[src/rtl/fetch_pc_unit_pkg.sv]
// Shared definitions for the fetch / program-counter unit: FSM state encoding,
// instruction width, PC increment and an alignment helper.
package fetch_pc_unit_pkg;

    typedef enum logic [1:0] {
        S_FETCH = 2'd0,
        S_EXEC  = 2'd1,
        S_HALT  = 2'd2
    } state_t;

    localparam int          INSTR_W = 32;
    localparam logic [31:0] PC_INC  = 32'd4;

    // A target is a legal fetch address only when it is word aligned.
    function automatic logic is_word_aligned(input logic [1:0] addr_lsbs);
        return (addr_lsbs == 2'b00);
    endfunction

endpackage

[src/rtl/fetch_pc_unit_timer.sv]
// Fetch timeout timer: up-counter cleared to zero on demand, raising a
// terminal-count flag once TIMEOUT-1 un-acknowledged cycles have elapsed.
module fetch_timer #(
    parameter int TIMEOUT = 16
) (
    input  logic clk,
    input  logic rst,
    input  logic i_clr,
    input  logic i_en,
    output logic o_tc
);

    localparam int            CW     = (TIMEOUT > 1) ? $clog2(TIMEOUT) : 1;
    localparam logic [CW-1:0] TC_VAL = CW'(TIMEOUT - 1);

    logic [CW-1:0] r_count;

    // Count waiting cycles; hold at terminal count so the value never wraps.
    always_ff @(posedge clk or posedge rst) begin
        if (rst) begin
            r_count <= '0;
        end else if (i_clr) begin
            r_count <= '0;
        end else if (i_en && !o_tc) begin
            r_count <= r_count + CW'(1);
        end
    end

    assign o_tc = (r_count == TC_VAL);

endmodule

[src/rtl/fetch_pc_unit.sv]
// Program counter and instruction fetch unit. Fetches a word over a req/ack
// handshake, holds it for decode, then advances to the resolved next address
// once the datapath completes. Stops on halt, misaligned target or timeout.
module fetch_pc_unit
    import fetch_pc_unit_pkg::*;
#(
    parameter logic [31:0] RESET_PC = 32'h0000_0000,
    parameter int          TIMEOUT  = 16,
    parameter int          CNT_W    = 32
) (
    input  logic               clk,
    input  logic               rst,
    output logic               imem_req,
    output logic [31:0]        imem_addr,
    input  logic               imem_ack,
    input  logic [INSTR_W-1:0] imem_rdata,
    output logic [INSTR_W-1:0] instr,
    output logic               instr_valid,
    output logic [31:0]        pc,
    output logic [31:0]        nextPC,
    input  logic [31:0]        nextAddr,
    input  logic               exec_done,
    input  logic               halt_req,
    output logic               halted,
    output logic               fault,
    output logic [CNT_W-1:0]   retired
);

    state_t             r_state;
    logic [31:0]        r_pc;
    logic [INSTR_W-1:0] r_instr;
    logic               r_instr_valid;
    logic               r_halted;
    logic               r_fault;
    logic [CNT_W-1:0]   r_retired;

    logic w_fetching;
    logic w_tmr_clr;
    logic w_tmr_tc;

    assign w_fetching = (r_state == S_FETCH);

    // Timer only runs while a request is outstanding; any other state or an
    // ack returns it to zero so each fetch gets the full window.
    assign w_tmr_clr = !w_fetching || imem_ack;

    fetch_timer #(
        .TIMEOUT (TIMEOUT)
    ) u_timer (
        .clk   (clk),
        .rst   (rst),
        .i_clr (w_tmr_clr),
        .i_en  (w_fetching),
        .o_tc  (w_tmr_tc)
    );

    // Main control FSM with pc, instruction latch and retired counter.
    always_ff @(posedge clk or posedge rst) begin
        if (rst) begin
            r_state       <= S_FETCH;
            r_pc          <= RESET_PC;
            r_instr       <= '0;
            r_instr_valid <= 1'b0;
            r_halted      <= 1'b0;
            r_fault       <= 1'b0;
            r_retired     <= '0;
        end else begin
            case (r_state)
                S_FETCH: begin
                    // An ack arriving on the expiry cycle still wins.
                    if (imem_ack) begin
                        r_instr       <= imem_rdata;
                        r_instr_valid <= 1'b1;
                        r_state       <= S_EXEC;
                    end else if (w_tmr_tc) begin
                        r_fault  <= 1'b1;
                        r_halted <= 1'b1;
                        r_state  <= S_HALT;
                    end
                end
                S_EXEC: begin
                    if (exec_done) begin
                        r_instr_valid <= 1'b0;
                        if (halt_req) begin
                            r_halted <= 1'b1;
                            r_state  <= S_HALT;
                        end else begin
                            // The instruction itself completed, so it retires
                            // even when its branch target turns out misaligned.
                            r_retired <= r_retired + CNT_W'(1);
                            if (is_word_aligned(nextAddr[1:0])) begin
                                r_pc    <= nextAddr;
                                r_state <= S_FETCH;
                            end else begin
                                r_fault  <= 1'b1;
                                r_halted <= 1'b1;
                                r_state  <= S_HALT;
                            end
                        end
                    end
                end
                S_HALT: begin
                end
                default: begin
                    r_state <= S_HALT;
                end
            endcase
        end
    end

    // Gating with rst drops the request the moment reset asserts and keeps it
    // low for the whole reset period even though the state is S_FETCH.
    assign imem_req    = w_fetching && !rst;
    assign imem_addr   = r_pc;
    assign pc          = r_pc;
    assign nextPC      = r_pc + PC_INC;
    assign instr       = r_instr;
    assign instr_valid = r_instr_valid;
    assign halted      = r_halted;
    assign fault       = r_fault;
    assign retired     = r_retired;

endmodule
[config.mk]
export PLATFORM = sky130hd
export DESIGN_NAME = fetch_pc_unit
export DESIGN_NICKNAME = d
export VERILOG_FILES = /design/src/rtl/fetch_pc_unit_pkg.sv /design/src/rtl/fetch_pc_unit_timer.sv /design/src/rtl/fetch_pc_unit.sv
export SDC_FILE = /design/constraint.sdc
export NUM_CORES = 1
export LEC_CHECK = 0
export BUFFER_PORTS_ARGS = -buffer_cell sky130_fd_sc_hd__buf_2
export CAP_MARGIN = 5
export CELL_PAD_IN_SITES_DETAIL_PLACEMENT = 0
export CELL_PAD_IN_SITES_GLOBAL_PLACEMENT = 1
export CORE_MARGIN = 3
export CORE_UTILIZATION = 38
export DETAILED_ROUTE_END_ITERATION = 12
export PLACE_DENSITY = 0.95
export REMOVE_ABC_BUFFERS = 1
export SYNTH_ARGS = -nofsm -noshare
export SYNTH_HDL_FRONTEND = slang
export SYNTH_SLANG_ARGS = --single-unit
[constraint.sdc]
create_clock -name clk -period 8.7 [get_ports clk]
set_input_delay 0.87 -clock clk [delete_from_list [all_inputs] [get_ports clk]]
set_output_delay 0.87 -clock clk [all_outputs]
set_load 0.01 [all_outputs]
==> flow_metrics.env <==
export IMPL_grt_max_degree=77
export IMPL_core_area_um2=12930
export IMPL_min_path_type="flip-flop to flip-flop"
export IMPL_io_buffers=232
export IMPL_drive_gt1_frac=0.5024
export IMPL_power_density_nw_per_um2=141.7
export IMPL_hold_viol=0
export IMPL_syn2layout_area_growth_pct=25.92
export IMPL_insertion_delay_ps=350
export IMPL_wl_mm=13.48
export IMPL_tritoncts="built"
export IMPL_fin_tns_setup_ps=0
export IMPL_tightest_slew_ps=965.5
export IMPL_cts_root_buf="clkbuf_16"
export IMPL_start_kind="flip-flop"
export IMPL_cp_arrival_ps=2180
export IMPL_place_gp_congestion=0.8149
export IMPL_dp_hpwl_mm=10.29
export IMPL_viasPerCell=5.006
export IMPL_slew_violations=0
export IMPL_syn_area_per_cell_um2=11.82
export IMPL_antenna_found_initial=0
export IMPL_syn_inst=436
export IMPL_slew_headroom=0.3564
export IMPL_yosys_warnings=0
export IMPL_clock_skew_ps=6.267
export IMPL_first_iter_violations=192
export IMPL_cp_max_fo=9
export IMPL_grt_overflow=0
export IMPL_io_pins=233
export IMPL_drv_cap=0
export IMPL_cpPeakStageDelay_ps=420
export IMPL_grt_usage=0.1787
export IMPL_routedWlPerCell_um=16.67
export IMPL_crit_type="flip-flop to primary output"
export IMPL_ys_seq_elements=105
export IMPL_cts_buffers=9
export IMPL_row_count=41
export IMPL_clkTransAtPathRegs_ps=70
export IMPL_cts_sinks=105
export IMPL_vias=4050
export IMPL_postCtsHoldBufs=0
export IMPL_critPathSlowestCell="dfrtp_1"
export IMPL_setup_violations=0
export IMPL_p_leak_uw=0.003677
export IMPL_cp_required_ps=7830
export IMPL_diodes=0
export IMPL_regArea_um2=2628
export IMPL_critPathTopFamily="simple AND/OR/NAND/NOR gates"
export IMPL_die_y_um=122.5
export IMPL_dieArea_um2=15000
export IMPL_rsz0062_at_grt="no"
export IMPL_drc=0
export IMPL_seq_area_frac_synth=0.5097
export IMPL_postCtsSetupBuffers=0
export IMPL_clockBufferDepth=2
export IMPL_dr_pass1_iters=6
export IMPL_grt_pass1_wl_mm=20.89
export IMPL_syn_cell_area_um2=5155
export IMPL_htreeDepth=3
export IMPL_fin_nets=706
export IMPL_dieWidth_um=122.5
export IMPL_multiInputGateArea_um2=2172
export IMPL_cts_resized=0
export IMPL_status="completed"
export IMPL_n_fill_cell=1210
export IMPL_fin_crit_sh=0.3510
export IMPL_start_util=0.3988
export IMPL_synth_distinct_cells=38
export IMPL_crit_path_cell_trace="ha_1 -> and3_1 -> nand3_2 -> nor4_1 -> xor2_1 -> buf_2"
export IMPL_end_kind="primary output"
export IMPL_vdd_drop_max_mv=0.07443
export IMPL_postRouteAntennaNets=0
export IMPL_period_needed_ps=3054
export IMPL_fmax_ghz=0.3275
export IMPL_path_buf_inv=1
export IMPL_timing_hold_ws_ps=472.6
export IMPL_grt_pass1_vias=4005
==> through the flow <==
| stage | area, um2 | power (uW) | utilization | worst slack [ps] | cells |
|---|---|---|---|---|---|
| 6_report | 6491 | 919.7 | 0.5021 | 5646 | 809 |
| 5_1_grt | 6491 | 962.7 | 0.5021 | 5481 | 809 |
| 4_1_cts | 6491 | 936.0 | 0.5021 | 5634 | 809 |
| 3_5_place_dp | 6227 | 557.1 | 0.4817 | 6008 | 795 |
| 3_3_place_gp | 6227 | 555.6 | 0.4817 | 6050 | 795 |
| 2_1_floorplan | 4827 | 527.3 | - | 5069 | 389 |
==> sequential cells by signal, summed over array words and instances, names as in the netlist <==
name	flops
imem_addr	32
instr	32
retired	32
u_timer.r_count	4
r_state	2
fault	1
halted	1
instr_valid	1
==> synthesized netlist by cell type (all sizes together) <==
| master | n | area share |
|---|---|---|
| a21oi | 1 | 0.00097 |
| nor4 | 8 | 0.014 |
| o21ai | 5 | 0.0049 |
| clkbuf | 2 | 0.0017 |
| and3 | 13 | 0.016 |
| xnor2 | 33 | 0.056 |
| o311ai | 1 | 0.0017 |
| o22ai | 1 | 0.0012 |
| o21bai | 1 | 0.0015 |
| nand2 | 23 | 0.018 |
| mux2 | 63 | 0.14 |
| nand3 | 18 | 0.019 |
| mux2i | 1 | 0.0019 |
| nor3 | 12 | 0.013 |
| and2 | 10 | 0.012 |
| inv | 9 | 0.0066 |
| and4bb | 1 | 0.0024 |
| nand2b | 1 | 0.0012 |
| and4 | 10 | 0.017 |
| ha | 3 | 0.0073 |
| nand4 | 23 | 0.030 |
| nor3b | 1 | 0.0024 |
| nor2 | 16 | 0.012 |
| xor2 | 27 | 0.046 |
| dfrtp | 105 | 0.51 |
| buf | 45 | 0.062 |
| o31a | 1 | 0.0017 |
| or3 | 1 | 0.0012 |
| a31o | 1 | 0.0017 |
==> layout by cell type, fill, tap and decap left out, types with 2 or more instances in the layout <==
| cell type | instances |
|---|---|
| and2_1 | 10 |
| and3_1 | 13 |
| and4_1 | 10 |
| buf_2 | 232 |
| buf_4 | 2 |
| clkbuf_1 | 3 |
| clkbuf_16 | 9 |
| clkbuf_8 | 2 |
| dfrtp_1 | 105 |
| ha_1 | 3 |
| inv_1 | 8 |
| mux2_2 | 63 |
| nand2_1 | 21 |
| nand2_2 | 2 |
| nand3_1 | 16 |
| nand3_2 | 2 |
| nand4_1 | 21 |
| nand4_2 | 2 |
| nor2_1 | 16 |
| nor3_1 | 11 |
| nor4_1 | 6 |
| o21ai_0 | 5 |
| xnor2_1 | 33 |
| xor2_1 | 27 |
==> final timing paths <==
check	startpoint	endpoint	slack, ps	cells after the start
max	imem_addr[2]$_DFFE_PP0P_	nextPC[24]	5650	6
min	retired[31]$_DFFE_PP0P_	retired[31]$_DFFE_PP0P_	470	1
max reg2reg	r_state[0]$_DFFE_PP0P_	imem_addr[10]$_DFFE_PP0P_	6460	3
min reg2reg	retired[31]$_DFFE_PP0P_	retired[31]$_DFFE_PP0P_	470	1
max in group asynchronous	rst	retired[17]$_DFFE_PP0P_	6870	3
min in group asynchronous	rst	imem_addr[26]$_DFFE_PP0P_	530	2
==> logic make-up after synthesis <==
family	Yosys count	synth area share
and+or+nand+nor	137	0.1578
DFF	105	0.5097
muxes	64	0.1396
xor gates and xnor gates	60	0.1019
buffers and inverters	56	0.07014
AOI/OAI and AO/OA	11	0.01359
adders and majority gates	3	0.007282
==> layout make-up <==
type                       count  area share
sequential                   105      0.4048
clock buffer                  14     0.04067
timing repair buffer         234      0.1812
tap                          172     0.03315
multi-input combinational    275      0.3346
inverter                       9    0.005590
==> power breakdown <==
group          internal, uW  switching [uW]
Combinational          22.4            24.7
Sequential              496            3.63
Clock                   207             166
Total                   725             194
==> routing by layer <==
metal	GRT usage	vias to the layer above	routed length (um)
met2	0.3150	163	6899
met5	0	-	0
met3	0.03318	28	906
met1	0.2098	1975	5296
li1	-	1884	-
met4	0.08467	0	380
Power figures use the tool's default switching activity.
